--- config.mk ---
export PLATFORM = sky130hd
export DESIGN_NAME = pc_sequencer
export DESIGN_NICKNAME = d
export VERILOG_FILES = /design/src/rtl/pc_sequencer.sv
export SDC_FILE = /design/constraint.sdc
export NUM_CORES = 1
export LEC_CHECK = 0
export ABC_AREA = 1
export BUFFER_PORTS_ARGS = -buffer_cell sky130_fd_sc_hd__buf_2
export CORE_ASPECT_RATIO = 1.25
export CORE_MARGIN = 2
export CORE_UTILIZATION = 48
export DETAILED_ROUTE_END_ITERATION = 16
export PLACE_DENSITY = 0.73
export SLEW_MARGIN = 5
export SYNTH_ARGS = -nofsm -noshare
export SYNTH_HDL_FRONTEND = slang
export SYNTH_SLANG_ARGS = --single-unit
--- constraint.sdc ---
create_clock -name clk -period 2.1 [get_ports clk]
set_input_delay 0.21 -clock clk [delete_from_list [all_inputs] [get_ports clk]]
set_output_delay 0.21 -clock clk [all_outputs]
set_load 0.05 [all_outputs]
--- src/rtl/pc_sequencer.sv ---
// Program-counter sequencer: owns PC and IDLE/RUN/HALT control for the accumulator core,
// resolves decode jump enables into the next PC, and counts RUN cycles with an optional watchdog.
module pc_sequencer #(
    parameter int unsigned PC_W       = 10,
    parameter int unsigned OFF_W      = 8,
    parameter int unsigned CNT_W      = 16,
    parameter int unsigned MAX_CYCLES = 50000
) (
    input  logic             clk,
    input  logic             reset_n,
    input  logic             start,
    input  logic [PC_W-1:0]  start_addr,
    input  logic             done_req,
    input  logic             absjump_en,
    input  logic             reljump_en,
    input  logic             compare_en,
    input  logic             compare_eq,
    input  logic [PC_W-1:0]  abs_target,
    input  logic [OFF_W-1:0] rel_offset,
    output logic [PC_W-1:0]  pc,
    output logic             run_en,
    output logic             done_out,
    output logic             timeout,
    output logic [CNT_W-1:0] cycle_count
);

    typedef enum logic [1:0] {StIdle, StRun, StHalt} state_e;

    localparam bit          WdEn   = (MAX_CYCLES != 0);
    localparam int unsigned WdLast = WdEn ? MAX_CYCLES - 1 : 0;

    state_e           state_q, state_d;
    logic [PC_W-1:0]  pc_q, pc_d;
    logic [CNT_W-1:0] cnt_q, cnt_d;
    logic             run_q, run_d;
    logic             done_q, done_d;
    logic             timeout_q, timeout_d;

    logic [CNT_W-1:0] cnt_inc;
    logic [PC_W-1:0]  pc_seq;
    logic [PC_W-1:0]  pc_rel;
    logic             wd_hit;
    logic             rel_taken;

    always_comb begin
        cnt_inc   = (cnt_q == '1) ? cnt_q : cnt_q + CNT_W'(1);
        pc_seq    = pc_q + PC_W'(1);
        // Size cast of a signed operand sign-extends the offset before the modular add.
        pc_rel    = pc_q + PC_W'($signed(rel_offset));
        wd_hit    = WdEn && (32'(cnt_q) == WdLast);
        rel_taken = reljump_en && (!compare_en || compare_eq);
    end

    always_comb begin
        state_d   = state_q;
        pc_d      = pc_q;
        cnt_d     = cnt_q;
        done_d    = done_q;
        timeout_d = timeout_q;

        unique case (state_q)
            StIdle: begin
                if (start) begin
                    pc_d      = start_addr;
                    cnt_d     = '0;
                    timeout_d = 1'b0;
                    state_d   = StRun;
                end
            end
            StRun: begin
                cnt_d = cnt_inc;
                if (done_req) begin
                    done_d  = 1'b1;
                    state_d = StHalt;
                end else if (wd_hit) begin
                    timeout_d = 1'b1;
                    done_d    = 1'b1;
                    state_d   = StHalt;
                end else if (absjump_en) begin
                    pc_d = abs_target;
                end else if (rel_taken) begin
                    pc_d = pc_rel;
                end else begin
                    pc_d = pc_seq;
                end
            end
            StHalt: begin
                if (!start) begin
                    done_d  = 1'b0;
                    state_d = StIdle;
                end
            end
            default: state_d = StIdle;
        endcase

        run_d = (state_d == StRun);
    end

    always_ff @(posedge clk) begin
        if (!reset_n) begin
            state_q   <= StIdle;
            pc_q      <= '0;
            cnt_q     <= '0;
            run_q     <= 1'b0;
            done_q    <= 1'b0;
            timeout_q <= 1'b0;
        end else begin
            state_q   <= state_d;
            pc_q      <= pc_d;
            cnt_q     <= cnt_d;
            run_q     <= run_d;
            done_q    <= done_d;
            timeout_q <= timeout_d;
        end
    end

    assign pc          = pc_q;
    assign run_en      = run_q;
    assign done_out    = done_q;
    assign timeout     = timeout_q;
    assign cycle_count = cnt_q;

endmodule
==> qor.txt <==
Via count: 2,750
Crit. End Element: flip-flop
Die Y: 83.6 um
Number of antenna cells inserted: 0
Power per cell area: 550 nW/um^2
Fmax: 524 MHz
Share of power burned in registers: 0.398
Pins over their slew limit: 0
Slowest stage delay, CP: 0.40 ns
Reg-to-reg endpoint: pc[6]
Number of vias per cell after detailed routing: 5.14
Most frequent cells after synthesis: sky130_fd_sc_hd__nand2_1, sky130_fd_sc_hd__nor2_1, sky130_fd_sc_hd__inv_1
Final-stage net count: 521
Die Footprint: 5650 sq um
Cell row count: 28
Run status: complete, no violations
Overall Global Routing Usage: 0.244
Number of buffers added by the clock tree synthesis step: 5
Reg-to-reg setup timing slack: 0.38 ns
Area growth from synthesis to final layout: 20.9%
Unrepaired setup endpoints after global routing: no
CP dominant cell by count: sky130_fd_sc_hd__nand2_1
Clock edge transition at the registers on the reported setup and hold paths: 0.07 ns
Clock tree from TritonCTS: built
Share of post-route cells with drive strength above 1: 0.219
Startpoint of the tightest hold check path: start_addr[4]
Number of flops mapped to enable cells by yosys: 0
Ranking of synthesized cells by area: sky130_fd_sc_hd__dfxtp_1, sky130_fd_sc_hd__nand2_1, sky130_fd_sc_hd__nor2_1, sky130_fd_sc_hd__nand3_1, sky130_fd_sc_hd__inv_1
Share of flip-flops with an asynchronous set or reset after synthesis: 0
Cell internal power dissipation: 1.02 mW
Yosys top cell area share: 0.255
Post-layout power: 1.62 mW
Fin. Hold Viols: 0
Share of the clock period used by the worst path after layout: 0.909
Nets in the synthesized netlist: 449
Level count of the clock H-tree: 2
Overflow left after global routing: 0
Final core occ: 0.612
Cell with the biggest individual delay on the critical path: sky130_fd_sc_hd__fa_1
Clock root buffer master: sky130_fd_sc_hd__clkbuf_8
Number of instances in the synthesized netlist: 402
I/O pin total: 65
Hold buffers post-CTS: 0
Initial core utilization: 0.507
Top FF cell, synth: sky130_fd_sc_hd__dfxtp_1
Number of design-rule violations left by the first detailed-router iteration: 155
Critical path class: input port to flip-flop
Worst Hold Path EP: pc[4]
Startpoint type of the worst setup path: input port
Width of the die: 67.7 um
Area of the core: 4800 sq um
Max-cap violation count: 0
Final critical path time including I/O delays and setup: 1.91 ns
P_leak: 1.50 nW
DRC: 0
Combinational fraction of design power: 0.308
Clock Power Share: 0.294
Hold Path Stages: 5
Adder and majority cell fraction of the synthesized area: 0.0597
Clock Tree Buf Depth: 2
Global-route wire length before repair: 10,800 um
Switching share of power: 0.370
First-pass iteration count of the detailed router: 4
Filler cell count in the final layout: 501
Synth cell types: 38
Worst VDD drop: 0.000322 V
Count of synthesis-stage warnings from yosys: 0
Pin slew with the least headroom to its limit: 0.475 ns
Largest net degree at the start of global routing: 19
Number of global-route vias before repair: 2,508
CP Cell Sequence: buf_2, a21boi_1, inv_1, or2_2, ha_1, fa_1, nand3_1, nand2_2, a21oi_2, nand2_1, nand2_1, o21ai_1, a21oi_1
Max Clock Skew: 0.00902 ns
Final number of setup-violating endpoints: 0
Post-CTS sizing: 0
Combined area of all synthesized cells: 2430 sq um
Switching component of the power: 0.598 mW
CTS sink count: 31
Beginning of the worst register-to-register path: pc[0]
Relative slew slack: 0.681
Worst hold path class: input port to flip-flop
Area share of xor/xnor cells in the synthesized design: 0.00721
Simple-Gate Fraction of Synth Area: 0.446
Biggest area consumer among synthesized cells: sky130_fd_sc_hd__dfxtp_1
Drt total wl: 6530 um
Sequential cell area fraction in the yosys report: 0.255
Flip-flop and latch count after synthesis: 31
Routed length per placed instance: 12.2 um
Count leader, synth: sky130_fd_sc_hd__nand2_1
Data arrival time of the critical path: 2.14 ns
Number of nets still failing antenna checks after routing: 0
Multiplexer fraction of the synthesized cell area: 0
Clock latency reported for the late side of the worst-skew pair: 0.29 ns
Worst reg2reg path depth: 9
Half-perimeter wire length of the detailed placement result: 5100 um
Initial antenna violation count: 0
Buffers inserted during post-CTS setup optimization: 0
GP Congestion: 0.871
Number of buffers added on ports: 64
Main combinational cell family by area after synthesis: simple AND/OR/NAND/NOR gates
Synth Area in Compound Gates: 0.131
Post-synthesis average cell area: 6.05 sq um
Worst EP required: 2.33 ns
Worst-path fanout max: 3
==> area by class of cell <==
class / count / area (sq um) / area share
multi-input cells: 310 / 1570 / 0.535
inverters: 52 / 195 / 0.0664
clock inverters: 1 / 5.00 / 0.00170
flip-flops and latches: 31 / 621 / 0.211
well taps: 60 / 75.1 / 0.0255
clock buffers: 7 / 76.3 / 0.0260
repair buffers: 74 / 395 / 0.135
==> stage by stage <==
step	hold slack, ns	TNS (ns)	cells	setup WS (ns)	cell area, sq um
4_1_cts	0.216	0	535	0.0969	2930
2_1_floorplan	0.333	0	402	0.0463	2430
3_5_place_dp	0.451	-0.600	527	-0.218	2850
5_1_grt	0.234	0	535	0.0200	2940
6_report	0.219	0	535	0.192	2940
3_3_place_gp	0.452	-0.238	527	-0.0994	2850
==> critical path, delay by kind of cell <==
kind	cells	cell delay (ns)
AO/OA/AOI/OAI	4	0.49
buffers and inverters	2	0.18
adder cells (fa/ha/maj)	2	0.61
AND/OR/NAND/NOR	5	0.63
==> layout by cell type (no fill, tap or decap), types with 3 or more instances in the layout <==
cell type                  netlist  final
sky130_fd_sc_hd__a21oi_1        25     24
sky130_fd_sc_hd__nand3_2         3      3
sky130_fd_sc_hd__buf_4           2     10
sky130_fd_sc_hd__inv_2           6      6
sky130_fd_sc_hd__nor3_1          3      3
sky130_fd_sc_hd__nand4_1         7      7
sky130_fd_sc_hd__nor3_2          7      7
sky130_fd_sc_hd__a21boi_0        6      5
sky130_fd_sc_hd__o21ai_0        12     12
sky130_fd_sc_hd__inv_1          44     44
sky130_fd_sc_hd__dfxtp_1        31     31
sky130_fd_sc_hd__buf_2           1     64
sky130_fd_sc_hd__ha_1           10     10
sky130_fd_sc_hd__nand3_1        41     41
sky130_fd_sc_hd__nor2_1         62     62
sky130_fd_sc_hd__clkbuf_8        0      5
sky130_fd_sc_hd__nand2_1       107    106
sky130_fd_sc_hd__nand3b_1        5      5
==> layer usage <==
layer	routed length, um	track usage	part of all wire	vias up
met3	255	0.0243	0.039	12
met5	0	0	0	-
met4	162	0.106	0.025	0
met1	2640	0.260	0.40	1231
li1	-	-	-	1441
met2	3470	0.458	0.53	66
==> sequential cells by signal, indices dropped and copies added, names as in the netlist <==
signal	count
pc	10
state_q	2
timeout	1
run_en	1
done_out	1
cycle_count	16
==> power by group through the flow <==
stage | clock network, mW | logic (mW) | registers (mW)
floorplan | 0 | 0.261 | 0.753
finish | 0.475 | 0.497 | 0.643
CTS | 0.489 | 0.497 | 0.644
global placement | 0 | 0.490 | 0.657
detailed placement | 0 | 0.495 | 0.657
global route | 0.509 | 0.557 | 0.648
==> worst max-delay path by stage <==
stage	from	to	slack (ns)	cells after the start
finish	compare_en	pc[6]	0.19	13
global placement	compare_en	pc[6]	-0.1	12
floorplan	compare_eq	pc[6]	0.05	12
global route	compare_en	pc[8]	0.02	14
CTS	compare_en	pc[6]	0.1	13
detailed placement	compare_en	pc[6]	-0.22	13
==> logic make-up (layout without fill, tap and decap cells) <==
kind of cell,after synthesis,after routing
compound gates,55,55
xor+xnor,2,2
fa+ha+maj,11,11
buf+inv,61,134
flops,31,31
simple gates,242,242
Note: power is estimated with default switching activity, not from simulation.
